$ cat src/rtl/concat_serializer_if.sv
// Handshake bundle between a wide-word producer, the serializer and a narrow item consumer.
// slave is the serializer side; master is the producer/consumer environment side.
interface concat_serializer_if #(
   parameter int N_ITEM = 4,
   parameter int ITEM_W = 8
);
   localparam int LEN_W = $clog2(N_ITEM + 1);

   logic                       i_in_valid;
   logic                       o_in_ready;
   logic [N_ITEM*ITEM_W-1:0]   i_in_data;
   logic [LEN_W-1:0]           i_in_len;
   logic                       o_out_valid;
   logic                       i_out_ready;
   logic [ITEM_W-1:0]          o_out_data;
   logic                       o_out_last;
   logic                       o_busy;

   modport slave (
      input  i_in_valid,
      input  i_in_data,
      input  i_in_len,
      input  i_out_ready,
      output o_in_ready,
      output o_out_valid,
      output o_out_data,
      output o_out_last,
      output o_busy
   );

   modport master (
      output i_in_valid,
      output i_in_data,
      output i_in_len,
      output i_out_ready,
      input  o_in_ready,
      input  o_out_valid,
      input  o_out_data,
      input  o_out_last,
      input  o_busy
   );
endinterface

$ cat src/rtl/concat_serializer.sv
// Splits a packed word into ITEM_W items, leading field first; first item one cycle after accept.
// Output holds under i_out_ready low; a new word is taken in the same cycle the last item leaves.
module concat_serializer #(
   parameter int N_ITEM = 4,
   parameter int ITEM_W = 8
) (
   input  logic                  i_clk,
   input  logic                  i_rst,
   concat_serializer_if.slave    bus
);
   localparam int LEN_W  = $clog2(N_ITEM + 1);
   localparam int WORD_W = N_ITEM * ITEM_W;

   generate
      if (N_ITEM < 2 || ITEM_W < 1) begin : g_bad_param
         $error("concat_serializer: N_ITEM must be >= 2 and ITEM_W >= 1");
      end
   endgenerate

   typedef enum logic {IDLE, SHIFT} state_t;

   state_t               state;
   logic [WORD_W-1:0]    shreg;
   logic [LEN_W-1:0]     cnt;
   logic [LEN_W-1:0]     eff_len;
   logic                 last_item;
   logic                 in_fire;
   logic                 out_fire;

   // Zero or oversized lengths mean "the whole word".
   always_comb begin
      eff_len = bus.i_in_len;
      if (bus.i_in_len == '0 || bus.i_in_len > LEN_W'(N_ITEM)) begin
         eff_len = LEN_W'(N_ITEM);
      end
   end

   assign last_item = (state == SHIFT) && (cnt == LEN_W'(1));

   // Ready in SHIFT follows i_out_ready combinationally so back-to-back words leave no bubble.
   assign bus.o_in_ready = !i_rst && ((state == IDLE) || (last_item && bus.i_out_ready));

   assign in_fire  = bus.i_in_valid && bus.o_in_ready;
   assign out_fire = (state == SHIFT) && bus.i_out_ready;

   always_ff @(posedge i_clk) begin
      if (i_rst) begin
         state <= IDLE;
         cnt   <= '0;
         shreg <= '0;
      end else begin
         case (state)
            IDLE: begin
               if (in_fire) begin
                  shreg <= bus.i_in_data;
                  cnt   <= eff_len;
                  state <= SHIFT;
               end
            end
            SHIFT: begin
               if (out_fire) begin
                  if (last_item) begin
                     if (in_fire) begin
                        shreg <= bus.i_in_data;
                        cnt   <= eff_len;
                     end else begin
                        shreg <= '0;
                        cnt   <= '0;
                        state <= IDLE;
                     end
                  end else begin
                     shreg <= {shreg[WORD_W-ITEM_W-1:0], {ITEM_W{1'b0}}};
                     cnt   <= cnt - LEN_W'(1);
                  end
               end
            end
            default: begin
               state <= IDLE;
               cnt   <= '0;
               shreg <= '0;
            end
         endcase
      end
   end

   assign bus.o_out_valid = (state == SHIFT);
   assign bus.o_busy      = (state == SHIFT);
   assign bus.o_out_data  = shreg[WORD_W-1 -: ITEM_W];
   assign bus.o_out_last  = last_item;

endmodule

$ cat src/flat_wrapper.sv
// flat-port wrapper written by rule: the top's interface ports become plain ports
module concat_serializer_flat 
#(
   parameter int N_ITEM = 4,
   parameter int ITEM_W = 8
)
  (i_clk, i_rst, bus_i_in_valid, bus_i_in_data, bus_i_in_len, bus_i_out_ready, bus_o_in_ready, bus_o_out_valid, bus_o_out_data, bus_o_out_last, bus_o_busy);
  concat_serializer_if #(.N_ITEM(N_ITEM), .ITEM_W(ITEM_W)) bus_i ();
  input  logic i_clk;
  input  logic i_rst;
  input wire logic [$bits(bus_i.i_in_valid)-1:0] bus_i_in_valid;
  input wire logic [$bits(bus_i.i_in_data)-1:0] bus_i_in_data;
  input wire logic [$bits(bus_i.i_in_len)-1:0] bus_i_in_len;
  input wire logic [$bits(bus_i.i_out_ready)-1:0] bus_i_out_ready;
  output wire logic [$bits(bus_i.o_in_ready)-1:0] bus_o_in_ready;
  output wire logic [$bits(bus_i.o_out_valid)-1:0] bus_o_out_valid;
  output wire logic [$bits(bus_i.o_out_data)-1:0] bus_o_out_data;
  output wire logic [$bits(bus_i.o_out_last)-1:0] bus_o_out_last;
  output wire logic [$bits(bus_i.o_busy)-1:0] bus_o_busy;
  assign bus_i.i_in_valid = bus_i_in_valid;
  assign bus_i.i_in_data = bus_i_in_data;
  assign bus_i.i_in_len = bus_i_in_len;
  assign bus_i.i_out_ready = bus_i_out_ready;
  assign bus_o_in_ready = bus_i.o_in_ready;
  assign bus_o_out_valid = bus_i.o_out_valid;
  assign bus_o_out_data = bus_i.o_out_data;
  assign bus_o_out_last = bus_i.o_out_last;
  assign bus_o_busy = bus_i.o_busy;
  concat_serializer #(.N_ITEM(N_ITEM), .ITEM_W(ITEM_W)) u_core (.i_clk(i_clk), .i_rst(i_rst), .bus(bus_i));
endmodule
$ cat config.mk
export PLATFORM = sky130hd
export DESIGN_NAME = concat_serializer_flat
export DESIGN_NICKNAME = d
export VERILOG_FILES = /design/src/rtl/concat_serializer_if.sv /design/src/rtl/concat_serializer.sv /design/src/flat_wrapper.sv
export SDC_FILE = /design/constraint.sdc
export NUM_CORES = 1
export LEC_CHECK = 0
export ABC_AREA = 1
export ABC_CLOCK_PERIOD_IN_PS = 1300
export CAP_MARGIN = 25
export CORE_ASPECT_RATIO = 2
export CORE_MARGIN = 4
export CORE_UTILIZATION = 32
export CTS_CLUSTER_DIAMETER = 120
export CTS_CLUSTER_SIZE = 20
export DETAILED_ROUTE_END_ITERATION = 6
export SETUP_SLACK_MARGIN = 0.3
export SLEW_MARGIN = 30
export SYNTH_ARGS = -nofsm -noshare
export SYNTH_HDL_FRONTEND = slang
export SYNTH_SLANG_ARGS = --single-unit
$ cat constraint.sdc
create_clock -name i_clk -period 1.3 [get_ports i_clk]
set_clock_uncertainty 0.05 [all_clocks]
set_input_delay 0.195 -clock i_clk [delete_from_list [all_inputs] [get_ports i_clk]]
set_output_delay 0.195 -clock i_clk [all_outputs]
set_load 0.03 [all_outputs]
==> flow_metrics.py, run 1 <==
metrics = {
    "status": {
        "outcome": "complete, but fails checks",
        "violations": "setup timing",
    },
    "yosys": {
        "synth-main-ff-cell": "dfxtp_1",
        "synth_top_family_by_area": "simple AND/OR/NAND/NOR gates",
        "syn-num-nets": 315,
        "synthTopCellsByArea": "dfxtp_1 (36%), nand2_1 (14%), a21oi_2 (7.0%), o21ai_0 (6.2%), inv_1 (6.2%)",
        "synth_compound_area_share_pct": 19.76,
        "yosysSeqAreaShare_pct": 35.80,
        "syn_inst": 273,
        "synth_largest_area_cell": "dfxtp_1",
        "avgSynthCellArea_um2": 7.374,
        "syn-cell-area_um2": 2013,
        "yosys.area.top_type_share_pct": 35.80,
        "async_reset_ff_share_pct": 0,
        "yosys.area_share.adder_pct": 1.865,
        "synthDistinctLibCells": 24,
        "muxShareOfSynthArea_pct": 0,
        "synth-simple-area-share_pct": 24.36,
        "synth.most_common_cell": "nand2_1",
        "synth_commonest_cells": "nand2_1 (76), dfxtp_1 (36), inv_1 (33)",
        "synth_edf_count": 0,
        "synth_seq_cells": 36,
        "synth_xor_area_share_pct": 0.4351,
        "yosysWarnings": 0,
    },
    "die": {
        "rows": 40,
        "die_w_um": 64.09,
        "io_pins": 51,
        "coreArea_um2": 6056,
        "start_util_pct": 33.24,
        "die_height_um": 120.2,
        "dieArea_um2": 7701,
    },
    "power_and_ir_drop": {
        "power_switching_mw": 0.9217,
        "p_sw_share_pct": 27.84,
        "powerDensity_nw_per_um2": 1128,
        "p_int_mw": 2.389,
        "p_clk_share_pct": 36.1,
        "ir_worst_vdd_v": 0.0006420,
        "leakagePower_nw": 1.308,
        "combinationalPowerShare_pct": 25.6,
        "seqPwrFrac_pct": 38.4,
        "p_total_mw": 3.311,
    },
    "clocking": {
        "h-tree-depth": 2,
        "hold_buffers": 0,
        "cts_tree": "done",
        "cts_buffer_depth": 2,
        "clk_latency_ns": 0.28,
        "path_clk_slew_ns": 0.05,
        "clock_sinks": 36,
        "numCtsBuffers": 5,
        "root_buffer": "clkbuf_16",
    },
    "place": {
        "place_ws_ns": -0.2908,
        "place.gp.congestion": 0.7707,
        "portBuffers": 50,
        "hpwlAfterDp_mm": 3.669,
    },
    "critical_path": {
        "critical-path-top-delay-family": "flip-flops",
        "cp.required_ns": 1.05,
        "worstSetupStartpointType": "flip-flop",
        "crit_arrival_ns": 1.20,
        "critPathLaunch": "u_core.cnt[0]",
        "critPathBufInv": 1,
        "end_kind": "primary output",
        "worst_path_largest_cell_delay_ns": 0.37,
        "critPathSlowestCell": "dfxtp_2",
        "crit_path_cell_trace": "ha_4 -> nand3_4 -> a21oi_4 -> buf_6",
        "r2r_start": "u_core.cnt[1]",
        "crit_fanout": 4,
        "critPathKind": "reg -> out",
    },
    "sta": {
        "min_period_ns": 1.449,
        "hold_violations": 0,
        "setup_viol": 37,
        "max_slew_margin_pct": 82.18,
        "rsz0062_at_grt": "true",
        "timing.fmax_mhz": 690.2,
        "period_share_pct": 111.4,
        "drv_slew": 0,
        "tightest_slew_ns": 0.2673,
        "fin_ws_ns": -0.1488,
    },
    "detailed_routing": {
        "via_count": 1877,
        "drt_first_iter_violations": 27,
        "viasPerCell": 4.523,
        "drtAntennaViolNets": 0,
        "wire_per_inst_um": 11.52,
        "dr.pass1.iters": 4,
        "wl_mm": 4.782,
        "drc": 0,
    },
    "grt": {
        "grt_first_pass_wirelength_mm": 8.252,
        "grt_overflow": 0,
        "track_usage_pct": 13.52,
        "grt_max_degree": 28,
        "antenna_found_initial": 0,
        "grt_pass1_vias": 1840,
    },
    "finish": {
        "area_delta_synth_final_pct": 45.81,
        "n_antenna_cell": 0,
        "drive_gt1_share_pct": 28.70,
        "finish.utilization_pct": 48.47,
        "nets": 372,
    },
    "hold_path": {
        "hp-class": "in -> reg",
        "min_from": "bus_i_in_data[26]",
    },
    "job": {
        "drv_cap": 0,
    },
}
-- worst register-to-register path, cell delays in order, from the launching register on --
cell and delay (ns):
dfxtp_2 0.33, inv_2 0.05, ha_4 0.17, nand2_4 0.07, inv_4 0.05, nor2_8 0.15, inv_1 0.07, o21ai_0 0.16
inv_1 0.07, a21oi_2 0.14
-- through the flow --
stage,std cells,setup TNS [ns],instance area (µm²),hold slack [ns]
final,415,-2.182,2935,0.4239
after global routing,415,-5.495,2935,0.4268
after CTS,415,-2.602,2915,0.4195
after detailed placement,406,-8.820,2714,0.4263
after global placement,406,-8.350,2714,0.4188
after floorplan,273,-0.1224,2077,0.2868
-- cell type report --
cell class / count / area [µm²]
Tap cell: 84 / 105.1
Timing Repair Buffer: 74 / 783.3
Inverter: 38 / 152.6
Clock buffer: 8 / 146.4
Fill cell: 628 / 3120
Sequential cell: 36 / 737.0
Multi-Input combinational cell: 175 / 1011
-- registers in the layout, indices dropped and copies added, names as in the netlist --
signal	count
u_core.bus.o_busy	1
u_core.cnt	3
u_core.shreg	32
-- per-layer routing --
metal	share of wire (%)	routed length (µm)	GRT usage, %	vias to the layer above
met5	0	0	0	-
li1	-	-	-	963
met1	38	1826	13.95	873
met4	2.4	117	7.307	0
met3	3.8	180	2.416	6
met2	56	2657	24.95	35
-- cell families after synthesis --
| group | after synthesis |
|---|---|
| AOI/OAI and AO/OA | 67 |
| xor gates and xnor gates | 1 |
| adders and majority gates | 3 |
| buffers and inverters | 62 |
| DFF | 36 |
| and+or+nand+nor | 104 |
-- timing repair --
item                                    in CTS  in global routing
pin swaps                                    5                  1
endpoints found under the setup margin      48                 46
resized for setup                           51                  7
buffers inserted                             1                  0
-- cells in the final DEF (no fill, tap or decap), drive strengths merged, types with 3 or more instances in the layout --
cell / Yosys / layout
o21ai: 29 / 29
nand3: 18 / 18
clkdlybuf4s50: 0 / 38
buf: 19 / 36
inv: 38 / 38
clkbuf: 5 / 8
a21oi: 37 / 37
nand2: 81 / 81
dfxtp: 36 / 36
nor2: 4 / 4
ha: 3 / 3
-- final timing paths --
path	end	slack, ns	cells past startpoint
hold / removal	u_core.shreg[26]	0.42	3
setup / recovery	bus_o_in_ready	-0.15	4
setup reg to reg	u_core.cnt[0]	-0.09	9
hold reg to reg	u_core.shreg[4]	0.43	2
-- power by group through the flow --
stage	clock network (mW)	registers, mW	logic, mW
2_1_floorplan	0	1.26	0.543
3_3_place_gp	0	1.28	0.817
3_5_place_dp	0	1.28	0.825
4_1_cts	1.22	1.27	0.850
5_1_grt	1.28	1.28	0.933
6_report	1.19	1.27	0.847
(Power assumes the default switching activity.)
==> run 2: changes to the inputs <==
--- a/config.mk
+++ b/config.mk
@@ -10,7 +10,7 @@
 export CAP_MARGIN = 25
 export CORE_ASPECT_RATIO = 2
 export CORE_MARGIN = 4
-export CORE_UTILIZATION = 32
+export CORE_UTILIZATION = 26
 export CTS_CLUSTER_DIAMETER = 120
 export CTS_CLUSTER_SIZE = 20
 export DETAILED_ROUTE_END_ITERATION = 6
==> run 2 against run 1 <==
Compared with the run above: the run still ends with setup timing left; maximum frequency is 0.87% lower; largest power group unchanged; largest cell class unchanged; worst hold slack better by 0.00057 ns; total power is 3.0% higher; critical endpoint is now bus_o_out_last.
==> flow_metrics.py, run 2 (synthesized netlist as in run 1, its figures left out) <==
metrics = {
    "clocking": {
        "numCtsBuffers": 5,
        "path_clk_slew_ns": 0.05,
        "root_buffer": "clkbuf_16",
        "hold_buffers": 0,
        "cts_tree": "done",
        "cts_buffer_depth": 2,
        "clk_latency_ns": 0.28,
        "h-tree-depth": 2,
        "clock_sinks": 36,
    },
    "grt": {
        "antenna_found_initial": 0,
        "grt_pass1_vias": 1900,
        "grt_util_met2_pct": 21.61,
        "top_usage_layer": "met2",
        "track_usage_pct": 11.44,
        "met1_usage_pct": 11.31,
        "grt_overflow": 0,
        "grt_max_degree": 28,
        "grtUsageMet3_pct": 2.205,
        "grt_first_pass_wirelength_mm": 8.514,
    },
    "hold_path": {
        "min_from": "bus_i_in_data[15]",
        "hp-class": "in -> reg",
    },
    "detailed_routing": {
        "drc": 0,
        "dr.pass1.iters": 4,
        "drtAntennaViolNets": 0,
        "via_count": 1894,
        "wire_per_inst_um": 11.97,
        "wl_mm": 5.145,
        "drt_first_iter_violations": 82,
        "viasPerCell": 4.405,
    },
    "sta": {
        "drv_slew": 0,
        "holdWs_ns": 0.4245,
        "tightest_slew_ns": 0.2550,
        "max_slew_margin_pct": 83.00,
        "rsz0062_at_grt": "true",
        "timing.fmax_mhz": 684.2,
        "period_share_pct": 112.4,
        "hold_violations": 0,
        "fin_ws_ns": -0.1615,
        "min_period_ns": 1.462,
        "setup_viol": 32,
    },
    "finish": {
        "fin_cells": 430,
        "drive_gt1_share_pct": 29.17,
        "area_delta_synth_final_pct": 50.03,
        "layout_commonest_cell": "nand2_1",
        "largest_reg_flops": 32,
        "nets": 378,
        "final_cell_mix": "nand2_1 (75), clkdlybuf4s50_1 (37), inv_1 (32)",
        "n_antenna_cell": 0,
        "top_register": "u_core.shreg",
    },
    "power_and_ir_drop": {
        "leakagePower_nw": 1.351,
        "ir_worst_vdd_v": 0.0005509,
        "powerDensity_nw_per_um2": 1129,
    },
    "die": {
        "coreArea_um2": 7545,
        "rows": 45,
        "start_util_pct": 26.68,
        "die_height_um": 132.4,
        "io_pins": 51,
        "dieArea_um2": 9300,
        "die_w_um": 70.22,
    },
    "critical_path": {
        "crit_fanout": 2,
        "critPathKind": "reg -> out",
        "worstSetupStartpointType": "flip-flop",
        "critPathLaunch": "u_core.cnt[1]",
        "regToRegSetupSlack_ns": -0.13,
        "end_kind": "primary output",
        "crit_arrival_ns": 1.22,
        "cp.required_ns": 1.05,
        "r2r_start": "u_core.cnt[1]",
    },
    "status": {
        "violations": "setup timing",
        "outcome": "complete, but fails checks",
    },
    "job": {
        "drv_cap": 0,
    },
    "place": {
        "hpwlAfterDp_mm": 3.855,
        "place.gp.congestion": 0.7999,
        "portBuffers": 50,
        "placed_cells": 415,
    },
}
==> run 2: cell types whose count changed in the layout (fill, tap and decap cells not counted), sizes merged <==
cell | previous run | this run
nor2 | 4 | 5
clkdlybuf4s50 | 38 | 37
buf | 36 | 40
dlygate4sd2 | 0 | 1
==> run 2: layout make-up <==
cell class / instances / area (µm²)
clock buffers: 7 / 152.6
flip-flops and latches: 36 / 739.5
multi-input cells: 176 / 1013
fillers: 800 / 4524
inverters: 38 / 152.6
well taps: 94 / 117.6
repair buffers: 79 / 844.6
==> run 2: per-layer routing <==
metal  share of wire (%)  vias up
met4                 2.9        0
li1                    -      974
met2                  58       35
met3                 3.3        9
met1                  36      876
met5                   0        -
==> run 2: timing repair <==
item | in CTS | in global routing
endpoints found under the hold margin | 0 | 0
gates resized for setup | 45 | 3
gates cloned | 1 | 1
setup endpoints to repair | 48 | 47
pin swaps | 4 | 2
buffers inserted | 6 | 0
==> run 2: report_power, final <==
| part | internal, mW | switching (mW) | leakage (nW) | total, mW |
|---|---|---|---|---|
| Sequential | 1.20 | 0.0662 | 0.301 | 1.27 |
| Clock | 0.804 | 0.444 | 0.0760 | 1.25 |
| Combinational | 0.450 | 0.443 | 0.974 | 0.893 |
| Total | 2.46 | 0.953 | 1.35 | 3.41 |
==> run 2: final timing paths <==
kind / to / cells after the start
worst max register to register: u_core.shreg[27] / 10
worst max-delay path: bus_o_out_last / 6
worst min-delay path: u_core.shreg[15] / 3
worst min register to register: u_core.shreg[0] / 2
==> run 2: stage by stage <==
step | setup slack [ns] | total power [mW] | area [µm²] | util (%) | TNS (ns)
detailed placement | -0.3078 | 2.104 | 2714 | 35.97 | -9.047
floorplan | -0.01842 | 1.807 | 2077 | - | -0.1224
global route | -0.2210 | 3.577 | 3020 | 40.03 | -6.037
CTS | -0.1742 | 3.426 | 2984 | 39.55 | -3.200
finish | -0.1615 | 3.409 | 3020 | 40.03 | -3.115
global placement | -0.2684 | 2.093 | 2714 | 35.97 | -7.874
==> run 2: critical path: stages, from the launching register on <==
cell     delay [ns]
dfxtp_2        0.32
inv_2          0.07
ha_4           0.16
nand2_4        0.07
buf_6          0.12
nor2_4         0.07
buf_6          0.13
